$ cat src/rtl/beltwarn_pkg.sv
// rtl/beltwarn_pkg.sv - shared state encoding and counter sizing for the seatbelt warning block
package beltwarn_pkg;

    typedef enum logic [1:0] {
        IDLE    = 2'd0,
        GRACE   = 2'd1,
        MONITOR = 2'd2,
        ALARM   = 2'd3
    } state_t;

    // Bits needed to hold values 0..max_val, never less than one.
    function automatic int cnt_width(input int max_val);
        return (max_val < 2) ? 1 : $clog2(max_val + 1);
    endfunction

endpackage

$ cat src/rtl/beltwarn_if.sv
// rtl/beltwarn_if.sv - sensor/driver bundle for beltwarn_multi; mute present with BELTWARN_MUTE_EN
interface beltwarn_if #(
    parameter int N_SEATS = 4
);
    logic               key;
    logic [N_SEATS-1:0] occupied;
    logic [N_SEATS-1:0] buckled;
`ifdef BELTWARN_MUTE_EN
    logic               mute;
`endif
    logic [N_SEATS-1:0] warn_lamp;
    logic               chime;
    logic [1:0]         state;

`ifdef BELTWARN_MUTE_EN
    modport master (output key, occupied, buckled, mute, input warn_lamp, chime, state);
    modport slave  (input key, occupied, buckled, mute, output warn_lamp, chime, state);
`else
    modport master (output key, occupied, buckled, input warn_lamp, chime, state);
    modport slave  (input key, occupied, buckled, output warn_lamp, chime, state);
`endif

endinterface

$ cat src/rtl/beltwarn_debounce.sv
// rtl/beltwarn_debounce.sv - single sensor channel debouncer, accepts a new level after DEB_CYCLES samples
module beltwarn_debounce
    import beltwarn_pkg::*;
#(
    parameter int DEB_CYCLES = 4
) (
    input  logic clk,
    input  logic rst,
    input  logic raw,
    output logic filtered
);
    localparam int           W        = cnt_width(DEB_CYCLES);
    localparam logic [W-1:0] CNT_LAST = W'(DEB_CYCLES - 1);

    logic [W-1:0] cnt;

    // Counter tops out at CNT_LAST, where the new level is taken and the count restarts.
    always_ff @(posedge clk or posedge rst) begin
        if (rst) begin
            filtered <= 1'b0;
            cnt      <= '0;
        end else if (raw == filtered) begin
            cnt <= '0;
        end else if (cnt == CNT_LAST) begin
            filtered <= raw;
            cnt      <= '0;
        end else begin
            cnt <= cnt + 1'b1;
        end
    end

endmodule

$ cat src/rtl/beltwarn_multi.sv
// rtl/beltwarn_multi.sv - multi-seat seatbelt warning FSM with grace period and pulsed chime
// Optional chime mute latch enabled by defining BELTWARN_MUTE_EN.
module beltwarn_multi
    import beltwarn_pkg::*;
#(
    parameter int N_SEATS      = 4,
    parameter int DEB_CYCLES   = 4,
    parameter int GRACE_CYCLES = 8,
    parameter int CHIME_PERIOD = 4
) (
    input  logic     clk,
    input  logic     rst,
    beltwarn_if.slave bus
);
    localparam int            GW         = cnt_width(GRACE_CYCLES);
    localparam logic [GW-1:0] GRACE_LAST = GW'(GRACE_CYCLES - 1);
    localparam int            PW         = cnt_width(2 * CHIME_PERIOD);
    localparam logic [PW-1:0] PHASE_LAST = PW'(2 * CHIME_PERIOD - 1);
    localparam logic [PW-1:0] PHASE_HIGH = PW'(CHIME_PERIOD);

    logic               key_q;
    logic [N_SEATS-1:0] raw_unsafe;
    logic [N_SEATS-1:0] unsafe;
    logic               any_unsafe;
    state_t             state_q;
    state_t             state_d;
    logic [GW-1:0]      grace_cnt;
    logic [PW-1:0]      phase;
    logic [N_SEATS-1:0] lamp_q;
    logic               mute_latch;

    assign raw_unsafe = bus.occupied & ~bus.buckled;
    assign any_unsafe = |unsafe;

    for (genvar i = 0; i < N_SEATS; i++) begin : g_seat
        beltwarn_debounce #(.DEB_CYCLES(DEB_CYCLES)) u_deb (
            .clk      (clk),
            .rst      (rst),
            .raw      (raw_unsafe[i]),
            .filtered (unsafe[i])
        );
    end

    always_ff @(posedge clk or posedge rst) begin
        if (rst) begin
            key_q   <= 1'b0;
            state_q <= IDLE;
        end else begin
            key_q   <= bus.key;
            state_q <= state_d;
        end
    end

    // Key-off outranks every other transition.
    always_comb begin
        state_d = state_q;
        if (!key_q) begin
            state_d = IDLE;
        end else begin
            case (state_q)
                IDLE:    state_d = GRACE;
                GRACE:   if (grace_cnt == GRACE_LAST) state_d = any_unsafe ? ALARM : MONITOR;
                MONITOR: if (any_unsafe) state_d = ALARM;
                ALARM:   if (!any_unsafe) state_d = MONITOR;
                default: state_d = IDLE;
            endcase
        end
    end

    // Timers hold zero outside their state, so every entry starts from a clean count.
    always_ff @(posedge clk or posedge rst) begin
        if (rst) begin
            grace_cnt <= '0;
            phase     <= '0;
            lamp_q    <= '0;
        end else begin
            if (state_q != GRACE)           grace_cnt <= '0;
            else if (grace_cnt != GRACE_LAST) grace_cnt <= grace_cnt + 1'b1;

            if (state_q != ALARM || phase == PHASE_LAST) phase <= '0;
            else                                         phase <= phase + 1'b1;

            lamp_q <= (state_d != IDLE) ? unsafe : '0;
        end
    end

`ifdef BELTWARN_MUTE_EN
    logic mute_q;

    always_ff @(posedge clk or posedge rst) begin
        if (rst) begin
            mute_q     <= 1'b0;
            mute_latch <= 1'b0;
        end else begin
            mute_q <= bus.mute;
            if (state_q != ALARM) mute_latch <= 1'b0;
            else if (mute_q)      mute_latch <= 1'b1;
        end
    end
`else
    assign mute_latch = 1'b0;
`endif

    always_comb begin
        bus.state     = state_q;
        bus.warn_lamp = lamp_q;
        bus.chime     = (state_q == ALARM) && (phase < PHASE_HIGH) && !mute_latch;
    end

endmodule

$ cat src/flat_wrapper.sv
// flat-port wrapper written by rule: the top's interface ports become plain ports
module beltwarn_multi_flat import beltwarn_pkg::*;
#(
    parameter int N_SEATS      = 4,
    parameter int DEB_CYCLES   = 4,
    parameter int GRACE_CYCLES = 8,
    parameter int CHIME_PERIOD = 4
)
  (clk, rst, bus_key, bus_occupied, bus_buckled, bus_warn_lamp, bus_chime, bus_state);
  beltwarn_if #(.N_SEATS(N_SEATS)) bus_i ();
  input  logic clk;
  input  logic rst;
  input wire logic [$bits(bus_i.key)-1:0] bus_key;
  input wire logic [$bits(bus_i.occupied)-1:0] bus_occupied;
  input wire logic [$bits(bus_i.buckled)-1:0] bus_buckled;
  output wire logic [$bits(bus_i.warn_lamp)-1:0] bus_warn_lamp;
  output wire logic [$bits(bus_i.chime)-1:0] bus_chime;
  output wire logic [$bits(bus_i.state)-1:0] bus_state;
  assign bus_i.key = bus_key;
  assign bus_i.occupied = bus_occupied;
  assign bus_i.buckled = bus_buckled;
  assign bus_warn_lamp = bus_i.warn_lamp;
  assign bus_chime = bus_i.chime;
  assign bus_state = bus_i.state;
  beltwarn_multi #(.N_SEATS(N_SEATS), .DEB_CYCLES(DEB_CYCLES), .GRACE_CYCLES(GRACE_CYCLES), .CHIME_PERIOD(CHIME_PERIOD)) u_core (.clk(clk), .rst(rst), .bus(bus_i));
endmodule
$ cat config.mk
export PLATFORM = sky130hd
export DESIGN_NAME = beltwarn_multi_flat
export DESIGN_NICKNAME = d
export VERILOG_FILES = /design/src/rtl/beltwarn_pkg.sv /design/src/rtl/beltwarn_if.sv /design/src/rtl/beltwarn_debounce.sv /design/src/rtl/beltwarn_multi.sv /design/src/flat_wrapper.sv
export SDC_FILE = /design/constraint.sdc
export NUM_CORES = 1
export LEC_CHECK = 0
export BUFFER_PORTS_ARGS = -buffer_cell sky130_fd_sc_hd__buf_2
export CORE_UTILIZATION = 32
export DETAILED_ROUTE_END_ITERATION = 10
export PLACE_DENSITY = 0.52
export SLEW_MARGIN = 0
export SYNTH_ARGS = -nofsm -noshare
export SYNTH_HDL_FRONTEND = slang
export SYNTH_HIERARCHICAL = 1
export SYNTH_SLANG_ARGS = --single-unit
$ cat constraint.sdc
create_clock -name clk -period 1.7 [get_ports clk]
set_input_delay 0.51 -clock clk [delete_from_list [all_inputs] [get_ports clk]]
set_output_delay 0.51 -clock clk [all_outputs]
set_load 0.02 [all_outputs]
==> qor.yml, run 1 <==
wl_um: 1930
p_per_area_mw_per_mm2: 1210
final_nets: 143
rows: 22
cp-start-kind: "flip-flop"
wl_per_cell_um: 11.1
post-dp-hpwl_um: 1500
relSlewSlack_pct: 61.3
fin_crit_ns: 1.58
crit_fanout: 4
numCtsBuffers: 5
syn-mean-instance-area_sq_um: 12.7
ys_types: 24
yosysMostFrequentCell: "dfrtp_1"
hold_class: "in -> async"
synth_ff_type: "dfrtp_1"
synth.cell_area_sq_mm: 0.00131
grtUsageTotal_pct: 11.6
synth_seq_cells: 31
io_pins: 18
antenna_found_initial: 0
viasPerCell: 4.48
first_iter_violations: 26
reg2regPathDepth: 4
synthArstFlopShare_pct: 100
final_cell_count_no_fill: 174
cts-htree-levels: 2
hold_viol: 0
fp.dieW_um: 65.9
yosysTopAreaCell: "dfrtp_1"
antenna_left: 0
regToRegEndpoint: "u_core/bus.state[0]"
r2r_slack_ns: 0.43
cts_root_buffer: "clkbuf_8"
startpoint: "u_core/bus.state[0]"
cts.clk_slew.worst_paths_ns: 0.06
crit_end: "bus_chime"
cts_hold_buf: 0
grt_max_degree: 16
dr.pass1.iters: 2
netlist_top_cells_area: "dfrtp_1 59%, ha_1 5.8%, nor3b_1 4.6%, nor2b_4 4.2%, xnor2_1 4.0%"
fin_area_sq_mm: 0.00153
cts_tree: "yes"
drv_slew: 0
cts_resized: 0
cts_max_path_buffers: 2
post-cts-setup-buffers: 0
synth_common_cells: "31 x dfrtp_1, 8 x nor3b_1"
clk_latency_ns: 0.28
drc: 0
crit_required_ns: 1.19
status: "completed"
clock-sinks: 31
syn_nets: 120
worst_slew_pin_slew_ns: 0.579
initial_core_util_pct: 34.4
p_leak_nw: 0.749
gr-usage-met2_pct: 18.0
gp_congestion: 0.673
critPathArrivalTime_ns: 1.07
peakVddDrop_mv: 0.476
fin_skew_ns: 0.00519
pre_cts_slack_ns: 0.424
path_class: "reg -> out"
drv_cap: 0
regArea_sq_um: 776
io_buffers: 17
grt_pass1_vias: 808
die-area_sq_mm: 0.00434
synth_edf_count: 0
met1_usage_pct: 12.0
synthCells: 103
busiest_layer: "met2"
grt_pass1_wl_um: 3480
rr_startpoint: "u_core/grace_cnt[0]"
vias: 780
dp_cells: 167
setup_violations: 0
multi_input_area_sq_um: 502
placed_area_sq_mm: 0.00145
rsz0062_at_grt: "no"
min_period_over_period_pct: 93.0
setup_ws_ns: 0.119
use_met3_pct: 6.38
antenna_cells: 0
ys_seq_area_share_pct: 59.4
fillers: 379
synth_top_area_share_pct: 59.4
tns_ns: 0
synthToLayoutAreaGrowth_pct: 17.4
cp-end-kind: "primary output"
die_h_um: 65.9
yosys_warnings: 6
drive_gt1_share_pct: 26.2
grt_overflow: 0
core_area_sq_mm: 0.00380
fmaxAchievable_mhz: 633
fin_util_pct: 40.3
flip-flops by register name (all words and copies together), names as in the netlist:
signal	flops
u_core/bus.state	2
u_core/bus.warn_lamp	4
u_core/g_seat.u_deb/cnt	12
u_core/g_seat.u_deb/filtered	4
u_core/grace_cnt	4
u_core/key_q	1
u_core/phase	4
routing by layer:
metal  wire length, um  vias up  part of all wire, %
met4                65        0                  3.4
met2               918       17                   48
met1               819      371                   42
met3               129        8                  6.7
li1                  -      384                    -
met5                 0        -                    0
placed cells by master, fill, tap and decap left out, drive strengths merged, types with 2 or more instances in the layout:
cell    count
buf        17
nand2       2
inv         6
clkbuf      6
ha          6
nor2b      10
xor2        2
nor2        6
nor3        6
and2        4
dfrtp      31
nand3       3
nor3b       8
mux2        4
xnor2       6
cell type report:
class	count	area share (%)
Clock buffer	6	5.39
Sequential cell	31	50.6
Tap cell	48	3.92
Timing Repair Buffer	17	5.55
Clock inverter	1	0.327
Inverter	6	1.47
Multi-Input combinational cell	65	32.7
worst min-delay path by stage:
stage | endpoint | startpoint | cells after the start | slack, ns
after floorplan | u_core/g_seat[0].u_deb/cnt[0] | rst | 1 | 0.28
after global placement | u_core/g_seat[3].u_deb/cnt[0] | u_core/g_seat[3].u_deb/cnt[0] | 1 | 0.43
after detailed placement | u_core/g_seat[3].u_deb/cnt[0] | u_core/g_seat[3].u_deb/cnt[0] | 1 | 0.44
after CTS | u_core/g_seat[0].u_deb/filtered | rst | 2 | 0.15
after global routing | u_core/g_seat[0].u_deb/filtered | rst | 2 | 0.15
final | u_core/g_seat[0].u_deb/filtered | rst | 2 | 0.15
logic make-up (layout without fill, tap and decap cells):
| logic type | count (synthesis) | count (layout) | share of synthesized area [%] |
|---|---|---|---|
| AO/OA/AOI/OAI | 4 | 4 | 1.92 |
| XOR/XNOR | 8 | 8 | 5.37 |
| AND/OR/NAND/NOR | 42 | 42 | 21.2 |
| multiplexers | 5 | 5 | 4.22 |
| adder cells (fa/ha/maj) | 6 | 6 | 5.75 |
| buffers and inverters | 7 | 30 | 2.11 |
| flip-flops | 31 | 31 | 59.4 |
report_power, final:
part           switching (mW)  internal (mW)
Sequential             0.0863          0.873
Clock                   0.239          0.316
Combinational           0.152          0.185
through the flow:
step	power (mW)	hold WS, ns
2_1_floorplan	1.22	0.276
3_3_place_gp	1.30	0.431
3_5_place_dp	1.32	0.440
4_1_cts	1.90	0.147
5_1_grt	2.00	0.150
6_report	1.85	0.150
critical path: stages (launching register included):
cell	delay, ns
dfrtp_1	0.39
nand2_1	0.10
nor3_1	0.12
buf_2	0.18
Note: power is estimated with default switching activity, not from simulation.
==> run 2: changes to the inputs <==
- CORE_MARGIN: default -> 2
==> qor.yml, run 2 (synthesized netlist as in run 1, its figures left out) <==
cts_tree: "yes"  # unchanged
antenna_found_initial: 0  # unchanged
cp-end-kind: "primary output"  # unchanged
cp_top_family: "flip-flops"  # unchanged
status: "completed"  # unchanged
io_pins: 18  # unchanged
maxUsedRoutingLayer: "met4"  # unchanged
initial_core_util_pct: 32.9  # was 34.4%
dr.pass1.iters: 4  # was 2
final_cell_count_no_fill: 177  # was 174
hold_viol: 0  # unchanged
crit_fanout: 4  # unchanged
fin_crit_ns: 1.56  # was 1.58 ns
peakVddDrop_mv: 0.594  # was 0.476 mV
vias: 773  # was 780
cts_hold_buf: 0  # unchanged
largest-register: "u_core/g_seat.u_deb/cnt"  # unchanged
rsz0062_at_grt: "no"  # unchanged
setup_ws_ns: 0.135  # was 0.119 ns
worst_slew_pin_slew_ns: 0.568  # was 0.579 ns
viasPerCell: 4.37  # was 4.48
dp_cells: 169  # was 167
fillers: 385  # was 379
tns_ns: 0  # unchanged
largest_reg_flops: 12  # unchanged
rows: 23  # was 22
first_iter_violations: 17  # was 26
cts_max_path_buffers: 2  # unchanged
drc: 0  # unchanged
critPathArrivalTime_ns: 1.05  # was 1.07 ns
post-cts-setup-buffers: 0  # unchanged
drv_slew: 0  # unchanged
clk_latency_ns: 0.27  # was 0.28 ns
wl_um: 1940  # was 1930 um
relSlewSlack_pct: 62.1  # was 61.3%
grt_overflow: 0  # unchanged
cp_slowest_stage_delay_ns: 0.38  # was 0.39 ns
drv_cap: 0  # unchanged
p_leak_nw: 0.754  # was 0.749 nW
route.met2.wl_um: 950  # was 918 um
cp-start-kind: "flip-flop"  # unchanged
fin_skew_ns: 0.00425  # was 0.00519 ns
path_class: "reg -> out"  # unchanged
post-dp-hpwl_um: 1510  # was 1500 um
clock-sinks: 31  # unchanged
pre_cts_slack_ns: 0.407  # was 0.424 ns
final_common_cell: "dfrtp_1"  # unchanged
grt_max_degree: 16  # unchanged
synthToLayoutAreaGrowth_pct: 18.6  # was 17.4%
cp.buffers_inverters: 1  # unchanged
grtUsageTotal_pct: 10.2  # was 11.6%
die_h_um: 67.9  # was 65.9 um
grt_pass1_vias: 780  # was 808
cts_resized: 0  # unchanged
cts.clk_slew.worst_paths_ns: 0.06  # about the same
io_buffers: 17  # unchanged
grt_pass1_wl_um: 3240  # was 3480 um
wl_per_cell_um: 10.9  # was 11.1 um
min_period_over_period_pct: 92.0  # was 93.0%
gp_congestion: 0.748  # was 0.673
cts_root_buffer: "clkbuf_8"  # unchanged
p_per_area_mw_per_mm2: 1240  # was 1210 mW/mm^2
fp.dieW_um: 67.9  # was 65.9 um
fmaxAchievable_mhz: 639  # was 633 MHz
antenna_cells: 0  # unchanged
cp_slowest_cell: "dfrtp_1"  # unchanged
crit_required_ns: 1.19  # about the same
antenna_left: 0  # unchanged
hold_class: "in -> async"  # unchanged
drive_gt1_share_pct: 26.0  # was 26.2%
die-area_sq_mm: 0.00460  # was 0.00434 sq mm
numCtsBuffers: 5  # unchanged
mostFrequentLayoutCells: "31 x dfrtp_1, 17 x buf_2, 8 x nor3b_1"  # unchanged
wl_met1_um: 843  # was 819 um
crit_path_cell_trace: "nand2_1, nor3_1, buf_2"  # unchanged
core_area_sq_mm: 0.00397  # was 0.00380 sq mm
setup_violations: 0  # unchanged
cts-htree-levels: 2  # unchanged
dr_wl_met3_um: 100  # was 129 um
final_nets: 143  # unchanged
-- run 2: changes by cell type in the layout (fill, tap and decap cells not counted) --
cell      previous run  this run
clkinv_2             1         0
clkbuf_1             0         1
clkbuf_8             6         7
-- run 2: final cells by class --
cell class | instances | area, sq um | area share [%]
Sequential cell | 31 | 776 | 50.1
Multi-Input combinational cell | 65 | 502 | 32.4
Clock buffer | 8 | 100 | 6.47
Timing Repair Buffer | 17 | 85.1 | 5.50
Tap cell | 50 | 62.6 | 4.04
Inverter | 6 | 22.5 | 1.46
-- run 2: final timing paths --
kind / startpoint / to / slack [ns] / depth (start not counted)
worst min register to register: u_core/g_seat[0].u_deb/cnt[0] / u_core/g_seat[0].u_deb/cnt[0] / 0.44 / 1
worst min-delay path: rst / u_core/g_seat[2].u_deb/filtered / 0.15 / 2
min in group clk: bus_key / u_core/key_q / 0.34 / 1
max in group asynchronous: rst / u_core/phase[0] / 1.00 / 2
worst max register to register: u_core/grace_cnt[0] / u_core/bus.state[0] / 0.43 / 4
worst max-delay path: u_core/bus.state[0] / bus_chime / 0.14 / 3
-- run 2: routing by layer --
metal  vias to the layer above  GRT usage (%)
li1                        384              -
met1                       370           10.5
met2                        14           17.0
met3                         5           3.95
met4                         0           6.75
met5                         -              0
-- run 2: through the flow --
step	hold WS (ns)	total power, mW	area, sq um	util (%)
final	0.148	1.91	1550	39.0
after global routing	0.152	2.03	1550	39.0
after CTS	0.147	1.95	1550	39.0
after detailed placement	0.432	1.32	1450	36.5
after global placement	0.430	1.31	1450	36.5
after floorplan	0.276	1.22	1310	-
-- run 2: power breakdown --
part	leakage [nW]	internal, mW	switching, mW	total (mW)
logic	0.285	0.184	0.153	0.337
clock network	0.0515	0.369	0.249	0.617
registers	0.417	0.872	0.0869	0.959
total	0.754	1.43	0.488	1.91
==> run 3: changes to the inputs <==
- CORE_UTILIZATION: 32 -> 30
- PLACE_DENSITY: 0.52 -> 0.49
==> qor.yml, run 3 (synthesized netlist as in run 1, its figures left out) <==
status: "completed"  # unchanged
crit_fanout: 4  # unchanged
antenna_left: 0  # unchanged
final_common_cell: "dfrtp_1"  # unchanged
wl_met1_um: 958  # was 843 um
cts_tree: "yes"  # unchanged
cp-start-kind: "flip-flop"  # unchanged
pwr-share-seq_pct: 46.8  # was 50.1%
cp-end-kind: "primary output"  # unchanged
p_leak_nw: 0.764  # was 0.754 nW
drc: 0  # unchanged
clock-sinks: 31  # unchanged
fin_crit_ns: 1.57  # was 1.56 ns
antenna_found_initial: 0  # unchanged
grt_overflow: 0  # unchanged
route.met2.wl_um: 969  # was 950 um
p_int_mw: 1.53  # was 1.43 mW
cts_hold_buf: 0  # unchanged
die-area_sq_mm: 0.00489  # was 0.00460 sq mm
io_buffers: 17  # unchanged
drive_gt1_share_pct: 26.8  # was 26.0%
crit_required_ns: 1.19  # about the same
largest_reg_flops: 12  # unchanged
wl_um: 2040  # was 1940 um
min_period_over_period_pct: 92.6  # was 92.0%
final_nets: 143  # unchanged
cts_root_buffer: "clkbuf_8"  # unchanged
p_per_area_mw_per_mm2: 1300  # was 1240 mW/mm^2
maxUsedRoutingLayer: "met4"  # unchanged
crit_end: "bus_chime"  # unchanged
fin_skew_ns: 0.00677  # was 0.00425 ns
combPwrFrac_pct: 17.1  # was 17.6%
core_area_sq_mm: 0.00409  # was 0.00397 sq mm
fin_util_pct: 38.3  # was 39.0%
largest-register: "u_core/g_seat.u_deb/cnt"  # unchanged
initial_core_util_pct: 31.9  # was 32.9%
worst_slew_pin_slew_ns: 0.564  # was 0.568 ns
grt_pass1_vias: 799  # was 780
die_h_um: 70.0  # was 67.9 um
path_class: "reg -> out"  # unchanged
cts-htree-levels: 2  # unchanged
regToRegEndpoint: "u_core/bus.state[0]"  # unchanged
drv_slew: 0  # unchanged
tns_ns: 0  # unchanged
rr_startpoint: "u_core/g_seat[0].u_deb/filtered"  # was u_core/grace_cnt[0]
power_switching_share_pct: 24.9  # was 25.5%
hold_class: "in -> async"  # unchanged
wl_per_cell_um: 11.5  # was 10.9 um
drv_cap: 0  # unchanged
first_iter_violations: 26  # was 17
fmaxAchievable_mhz: 635  # was 639 MHz
grtUsageTotal_pct: 9.50  # was 10.2%
startpoint: "u_core/bus.state[0]"  # unchanged
cts_resized: 0  # unchanged
post-dp-hpwl_um: 1560  # was 1510 um
rsz0062_at_grt: "no"  # unchanged
post-cts-setup-buffers: 0  # unchanged
viasPerCell: 4.36  # was 4.37
numCtsBuffers: 5  # unchanged
reg2regPathDepth: 2  # was 4
grt_pass1_wl_um: 3580  # was 3240 um
dr_wl_met3_um: 86  # was 100 um
setup_violations: 0  # unchanged
relSlewSlack_pct: 62.3  # was 62.1%
mostFrequentLayoutCells: "31 x dfrtp_1, 17 x buf_2, 8 x nor3b_1"  # unchanged
cts_max_path_buffers: 2  # unchanged
r2r_slack_ns: 0.41  # was 0.43 ns
fp.dieW_um: 70.0  # was 67.9 um
synthToLayoutAreaGrowth_pct: 19.9  # was 18.6%
grt_max_degree: 16  # unchanged
clk_latency_ns: 0.27  # about the same
rows: 23  # unchanged
vias: 772  # was 773
critPathArrivalTime_ns: 1.06  # was 1.05 ns
peakVddDrop_mv: 0.593  # was 0.594 mV
p_clk_share_pct: 36.1  # was 32.3%
gp_congestion: 0.739  # was 0.748
p_sw_uw: 508  # was 488 uW
io_pins: 18  # unchanged
dr.pass1.iters: 4  # unchanged
hold_viol: 0  # unchanged
antenna_cells: 0  # unchanged
cts.clk_slew.worst_paths_ns: 0.07  # was 0.06 ns
-- run 3: power groups by stage --
stage | combinational, mW | sequential (mW) | clock (mW)
after floorplan | 0.249 | 0.971 | 0
after global placement | 0.336 | 0.969 | 0
after detailed placement | 0.355 | 0.971 | 0
after CTS | 0.354 | 0.959 | 0.765
after global routing | 0.403 | 0.975 | 0.796
final | 0.349 | 0.956 | 0.736
-- run 3: how the worst min path moves through the flow --
stage	start	end	slack, ns	cells after the start
after global routing	rst	u_core/g_seat[3].u_deb/cnt[0]	0.15	2
after CTS	rst	u_core/g_seat[3].u_deb/filtered	0.14	2
final	rst	u_core/g_seat[3].u_deb/cnt[0]	0.14	2
after detailed placement	rst	u_core/g_seat[3].u_deb/filtered	0.44	2
after floorplan	rst	u_core/g_seat[0].u_deb/cnt[0]	0.28	1
after global placement	u_core/g_seat[0].u_deb/cnt[0]	u_core/g_seat[0].u_deb/cnt[0]	0.43	1
-- run 3: routing by layer --
metal	up-vias	GRT usage, %
met2	12	15.1
li1	387	-
met5	-	0
met4	0	5.77
met1	371	10.8
met3	2	3.46
-- run 3: final cells by class --
type	count	area (sq um)
tap	50	62.6
clock buffer	6	82.6
sequential	31	776
multi-input combinational	65	502
fill	408	2520
timing repair buffer	17	85.1
inverter	6	22.5
clock inverter	2	35.0
-- run 3: worst max-delay path, cell delays in order (launching register included) --
cell and delay, ns:
dfrtp_1 0.38, nand2_1 0.09, nor3_1 0.14, buf_2 0.19
-- run 3: stage by stage --
| stage | hold slack (ns) | total power, mW | worst slack (ns) | area [sq um] | cells |
|---|---|---|---|---|---|
| 3_3_place_gp | 0.429 | 1.30 | 0.431 | 1450 | 169 |
| 5_1_grt | 0.153 | 2.17 | 0.0333 | 1570 | 177 |
| 6_report | 0.144 | 2.04 | 0.126 | 1570 | 177 |
| 3_5_place_dp | 0.437 | 1.33 | 0.410 | 1450 | 169 |
| 4_1_cts | 0.140 | 2.08 | 0.109 | 1570 | 177 |
| 2_1_floorplan | 0.276 | 1.22 | 0.146 | 1310 | 103 |
